**config.mk**
```make
export PLATFORM = sky130hd
export DESIGN_NAME = pwm_ramp_gen
export DESIGN_NICKNAME = d
export VERILOG_FILES = /design/src/rtl/pwm_pkg.sv /design/src/rtl/pwm_ramp_channel.sv /design/src/rtl/pwm_ramp_gen.sv
export SDC_FILE = /design/constraint.sdc
export NUM_CORES = 1
export LEC_CHECK = 0
export BUFFER_PORTS_ARGS = -buffer_cell sky130_fd_sc_hd__buf_4
export CORE_UTILIZATION = 25
export DETAILED_ROUTE_END_ITERATION = 8
export GPL_ROUTABILITY_DRIVEN = 1
export PLACE_DENSITY = 0.36
export SLEW_MARGIN = 15
export SYNTH_ARGS = -nofsm -noshare
export SYNTH_HDL_FRONTEND = slang
export SYNTH_SLANG_ARGS = --single-unit
```
**constraint.sdc**
```tcl
create_clock -name clk -period 3.7 [get_ports clk]
set_input_delay 0.37 -clock clk [delete_from_list [all_inputs] [get_ports clk]]
set_output_delay 0.37 -clock clk [all_outputs]
set_load 0.02 [all_outputs]
```
**src/rtl/pwm_pkg.sv**
```systemverilog
// Shared constants and the saturating toward-target step used by every PWM ramp channel.
package pwm_pkg;
    localparam int CNT_W_DEF  = 4;
    localparam int STEP_W_DEF = 12;
    localparam int N_CH_DEF   = 4;

    // Widened operands keep cur+step from wrapping; result clamps at tgt in both directions.
    function automatic logic [31:0] ramp_next(input logic [31:0] cur,
                                               input logic [31:0] tgt,
                                               input logic [31:0] step);
        logic [32:0] sum;
        logic [31:0] diff;
        ramp_next = cur;
        if (cur < tgt) begin
            sum       = {1'b0, cur} + {1'b0, step};
            ramp_next = (sum > {1'b0, tgt}) ? tgt : sum[31:0];
        end else if (cur > tgt) begin
            diff      = cur - tgt;
            ramp_next = (step > diff) ? tgt : cur - step;
        end
    endfunction
endpackage

```
**src/rtl/pwm_ramp_channel.sv**
```systemverilog
// One PWM lane: ramping duty, period-aligned shadow duty, comparator and at-target flag.
module pwm_ramp_channel
    import pwm_pkg::*;
#(
    parameter int CNT_W = CNT_W_DEF
) (
    input  logic             clk,
    input  logic             rst_n,
    input  logic             enable,
    input  logic [CNT_W-1:0] pcnt,
    input  logic             pend,
    input  logic             tick,
    input  logic [CNT_W-1:0] tgt,
    input  logic [CNT_W-1:0] step_size,
    output logic             pwm_out,
    output logic             at_target,
    output logic             match
);
    logic [CNT_W-1:0] duty_cur, duty_eff, duty_nxt;

    assign duty_nxt = CNT_W'(ramp_next(32'(duty_cur), 32'(tgt), 32'(step_size)));
    assign match    = (duty_cur == tgt);

    // duty_eff only moves at the period boundary so no pulse is cut or stretched.
    always_ff @(posedge clk or negedge rst_n) begin
        if (!rst_n) begin
            duty_cur  <= '0;
            duty_eff  <= '0;
            pwm_out   <= 1'b0;
            at_target <= 1'b0;
        end else if (!enable) begin
            duty_cur  <= '0;
            duty_eff  <= '0;
            pwm_out   <= 1'b0;
            at_target <= (tgt == '0);
        end else begin
            if (tick) duty_cur <= duty_nxt;
            if (pend) duty_eff <= duty_cur;
            pwm_out   <= (duty_eff > pcnt);
            at_target <= match;
        end
    end
endmodule

```
**src/rtl/pwm_ramp_gen.sv**
```systemverilog
// Multi-channel soft-start PWM: shared period counter and step timer feeding N_CH ramp channels.
module pwm_ramp_gen
    import pwm_pkg::*;
#(
    parameter int CNT_W  = CNT_W_DEF,
    parameter int STEP_W = STEP_W_DEF,
    parameter int N_CH   = N_CH_DEF
) (
    input  logic                  clk,
    input  logic                  rst_n,
    input  logic                  enable,
    input  logic [N_CH*CNT_W-1:0] target_duty,
    input  logic [CNT_W-1:0]      step_size,
    input  logic [STEP_W-1:0]     step_period,
    output logic [N_CH-1:0]       pwm_out,
    output logic [N_CH-1:0]       at_target,
    output logic                  busy
);
    localparam logic [CNT_W-1:0] PCNT_MAX = '1;

    logic [CNT_W-1:0]  pcnt;
    logic [STEP_W-1:0] scnt;
    logic              pend, tick;
    logic [N_CH-1:0]   match;

    assign pend = (pcnt == PCNT_MAX);
    // Equality only: lowering step_period below scnt lets the timer run round the full range.
    assign tick = (scnt == step_period);

    always_ff @(posedge clk or negedge rst_n) begin
        if (!rst_n) begin
            pcnt <= '0;
            scnt <= '0;
            busy <= 1'b0;
        end else if (!enable) begin
            pcnt <= '0;
            scnt <= '0;
            busy <= 1'b0;
        end else begin
            pcnt <= pcnt + 1'b1;
            scnt <= tick ? '0 : scnt + 1'b1;
            busy <= ~&match;
        end
    end

    for (genvar i = 0; i < N_CH; i++) begin : g_ch
        pwm_ramp_channel #(.CNT_W(CNT_W)) u_ch (
            .clk       (clk),
            .rst_n     (rst_n),
            .enable    (enable),
            .pcnt      (pcnt),
            .pend      (pend),
            .tick      (tick),
            .tgt       (target_duty[i*CNT_W +: CNT_W]),
            .step_size (step_size),
            .pwm_out   (pwm_out[i]),
            .at_target (at_target[i]),
            .match     (match[i])
        );
    end
endmodule

```
==> results.cfg <==
[run_status]
status = finished clean

[sta]
slew_violations = 0
finalCriticalPeriod_ps = 3170
rsz0062_at_grt = no
max_clock_freq_mhz = 315
setup_tns_ps = 0
period_share_pct = 85.7
hold_violations = 0
setup_viol = 0
slew_headroom_pct = 48.8
tightest_slew_ps = 768
skew_ps = 7.97
fin_ws_ps = 527

[global_route]
grtUsageMet2_pct = 24.7
top_usage_layer = met2
grt_pass1_wl_um = 25100
grt.overflow.total = 0
grt_pass1_vias = 4528
met3_usage_pct = 1.62
grt_max_degree = 58
gr-usage-met1_pct = 20.0
grtUsageTotal_pct = 14.9
antenna_found_initial = 0

[synth]
synth_cell_type_count = 62
synthFlopType = dfrtp_1
yosys.area_share.adder_pct = 26.3
synth-simple-area-share_pct = 13.6
syn_area_per_cell_um2 = 9.32
syn_nets = 719
synth_compound_area_share_pct = 20.5
async_flop_share_pct = 100
synth_seq_cells = 57
yosysWarnings = 0
synth_edf_count = 0
syn_inst = 578
synth_area_um2 = 5390
synth.area.mux_share_pct = 0.186
synth-xor-area-share_pct = 6.50
synth_top_family_by_area = adder cells
yosysSeqAreaShare_pct = 26.5

[clocking]
cts_max_path_buffers = 2
root_buffer = clkbuf_16
htree_num_levels = 3
post_cts_buffers = 0
cts_tree = yes
clk_pin_slew_ps = 60
cts_resized = 0
cts_buffers = 9
clkSinkCount = 57
insertion_delay_ps = 340
cts_hold_buf = 0

[final_layout]
instances_no_fill = 901
fin_nets = 762
final_cell_mix = ha_1, inv_1, dfrtp_1
design_area_um2 = 6300
final_common_cell = ha_1
finalCoreUtilization_pct = 29.9
area_growth_pct = 16.9
diodes = 0
drive_gt1_share_pct = 12.3

[placement]
post-place-ws_ps = 293
gp_congestion = 0.807
numPlacedInstances = 885
place_area_um2 = 6000
dp_hpwl_um = 12100
io_buffers = 43

[critical_path]
required_ps = 3910
start_kind = flop
critPathKind = flop to flop
worstRegToRegCells = 11
worst-r2r-setup-slack_ps = 530
critical_path_arrival_ps = 3380
cp_max_fo = 6
endpoint_kind = flop

[power_and_ir_drop]
p_leak_uw = 0.00304
vdd_ir_drop_max_uv = 185
p_per_area_nw_per_um2 = 309

[floorplanning]
start_util_pct = 25.5
rows = 53
fp.dieH_um = 149
io_pins = 44
core_um2 = 21100
die_area_um2 = 22100
die_w_um = 149

[routing]
drtIter0Drc = 162
drc = 0
viasPerCell = 4.91
dr_total_vias = 4424
drtPass1Iterations = 4
antenna_left = 0
avgRoutedWirePerCell_um = 17.3
wirelength_um = 15600

[run]
cap_violations = 0

[hold_path]
hold_class = input port to async pin
power by group:
part / switching (µW) / internal [µW] / total [µW]
clock network: 316 / 519 / 835
logic: 262 / 199 / 460
registers: 14.6 / 638 / 652
total: 593 / 1350 / 1950
critical path, stage by stage (launching register included):
cell and delay (ps):
dfrtp_1 490, ha_1 350, nor2b_4 130, o31a_1 300
a21o_2 210, ha_1 300, and4b_1 210, a211oi_1 330
o32ai_2 210, and2_4 210, a22oi_1 190, a31oi_1 100
cells in the mapped netlist (2+ instances only):
master,instances,area [µm²]
ha_1,94,1180
inv_1,65,244
dfrtp_1,57,1430
nor2_1,31,116
a21oi_1,28,140
nand2_1,28,105
xor2_1,27,236
o21ai_0,19,95.1
a22o_1,17,149
nand3_1,15,75.1
nor2b_1,13,81.3
xnor2_1,13,114
fa_1,12,240
nand4_1,12,75.1
a21o_1,11,82.6
o21a_1,10,75.1
o21bai_1,10,75.1
buf_4,9,67.6
o22ai_1,9,56.3
and3_1,7,43.8
clkbuf_1,7,26.3
a31oi_1,6,37.5
and2_1,5,31.3
nand2b_1,5,31.3
a211oi_1,4,30.0
nor4_1,4,25.0
o31a_1,4,35.0
and4b_1,3,30.0
nor3_1,3,15.0
o221a_2,3,33.8
o221ai_1,3,26.3
o22a_1,3,26.3
o31ai_1,3,22.5
or4_1,3,22.5
a2111o_1,2,22.5
a221oi_1,2,17.5
a22oi_1,2,15.0
a311oi_1,2,17.5
and4_1,2,17.5
o2bb2ai_1,2,17.5
o32ai_2,2,32.5
kinds of logic after synthesis:
| kind of cell | after synthesis |
|---|---|
| simple gates | 139 |
| fa+ha+maj | 106 |
| buf+inv | 83 |
| compound gates | 152 |
| flops | 57 |
| xor+xnor | 40 |
| mux | 1 |
final timing paths:
kind / startpoint / to
max: g_ch[3].u_ch.duty_cur[1]$_DFFE_PN0P_ / g_ch[3].u_ch.duty_cur[2]$_DFFE_PN0P_
min: rst_n / pcnt[3]$_DFF_PN0_
max reg2reg: g_ch[3].u_ch.duty_cur[1]$_DFFE_PN0P_ / g_ch[3].u_ch.duty_cur[2]$_DFFE_PN0P_
min reg2reg: g_ch[1].u_ch.duty_eff[0]$_DFFE_PN0P_ / g_ch[1].u_ch.duty_eff[0]$_DFFE_PN0P_
max in group asynchronous: rst_n / g_ch[1].u_ch.duty_cur[3]$_DFFE_PN0P_
min in group clk: target_duty[15] / g_ch[3].u_ch.at_target$_DFF_PN0_
area by class of cell:
class | count | area, µm²
fillers | 2243 | 14800
multi-input cells | 438 | 3610
flip-flops and latches | 57 | 1430
repair buffers | 49 | 368
well taps | 275 | 344
inverters | 66 | 248
clock buffers | 9 | 225
clock inverters | 7 | 71.3
registers in the layout (all words and copies together), names as in the netlist:
name and cells:
g_ch.u_ch.at_target 4, g_ch.u_ch.duty_eff 16, pcnt 4, scnt 12, g_ch.u_ch.pwm_out 4, busy 1
g_ch.u_ch.duty_cur 16
routing by layer:
metal  routed length, µm  share of wire (%)
met5                   0                  0
met4                 310                2.0
met3                 380                2.4
met2                7340                 47
met1                7550                 48
metrics by stage:
stage / total power [µW] / hold slack, ps
after floorplan: 971 / 74.4
after global placement: 1120 / 492
after detailed placement: 1120 / 495
after CTS: 1980 / 137
after global routing: 2070 / 170
final: 1950 / 96.1
No activity file was read; power rests on OpenSTA's default activity.
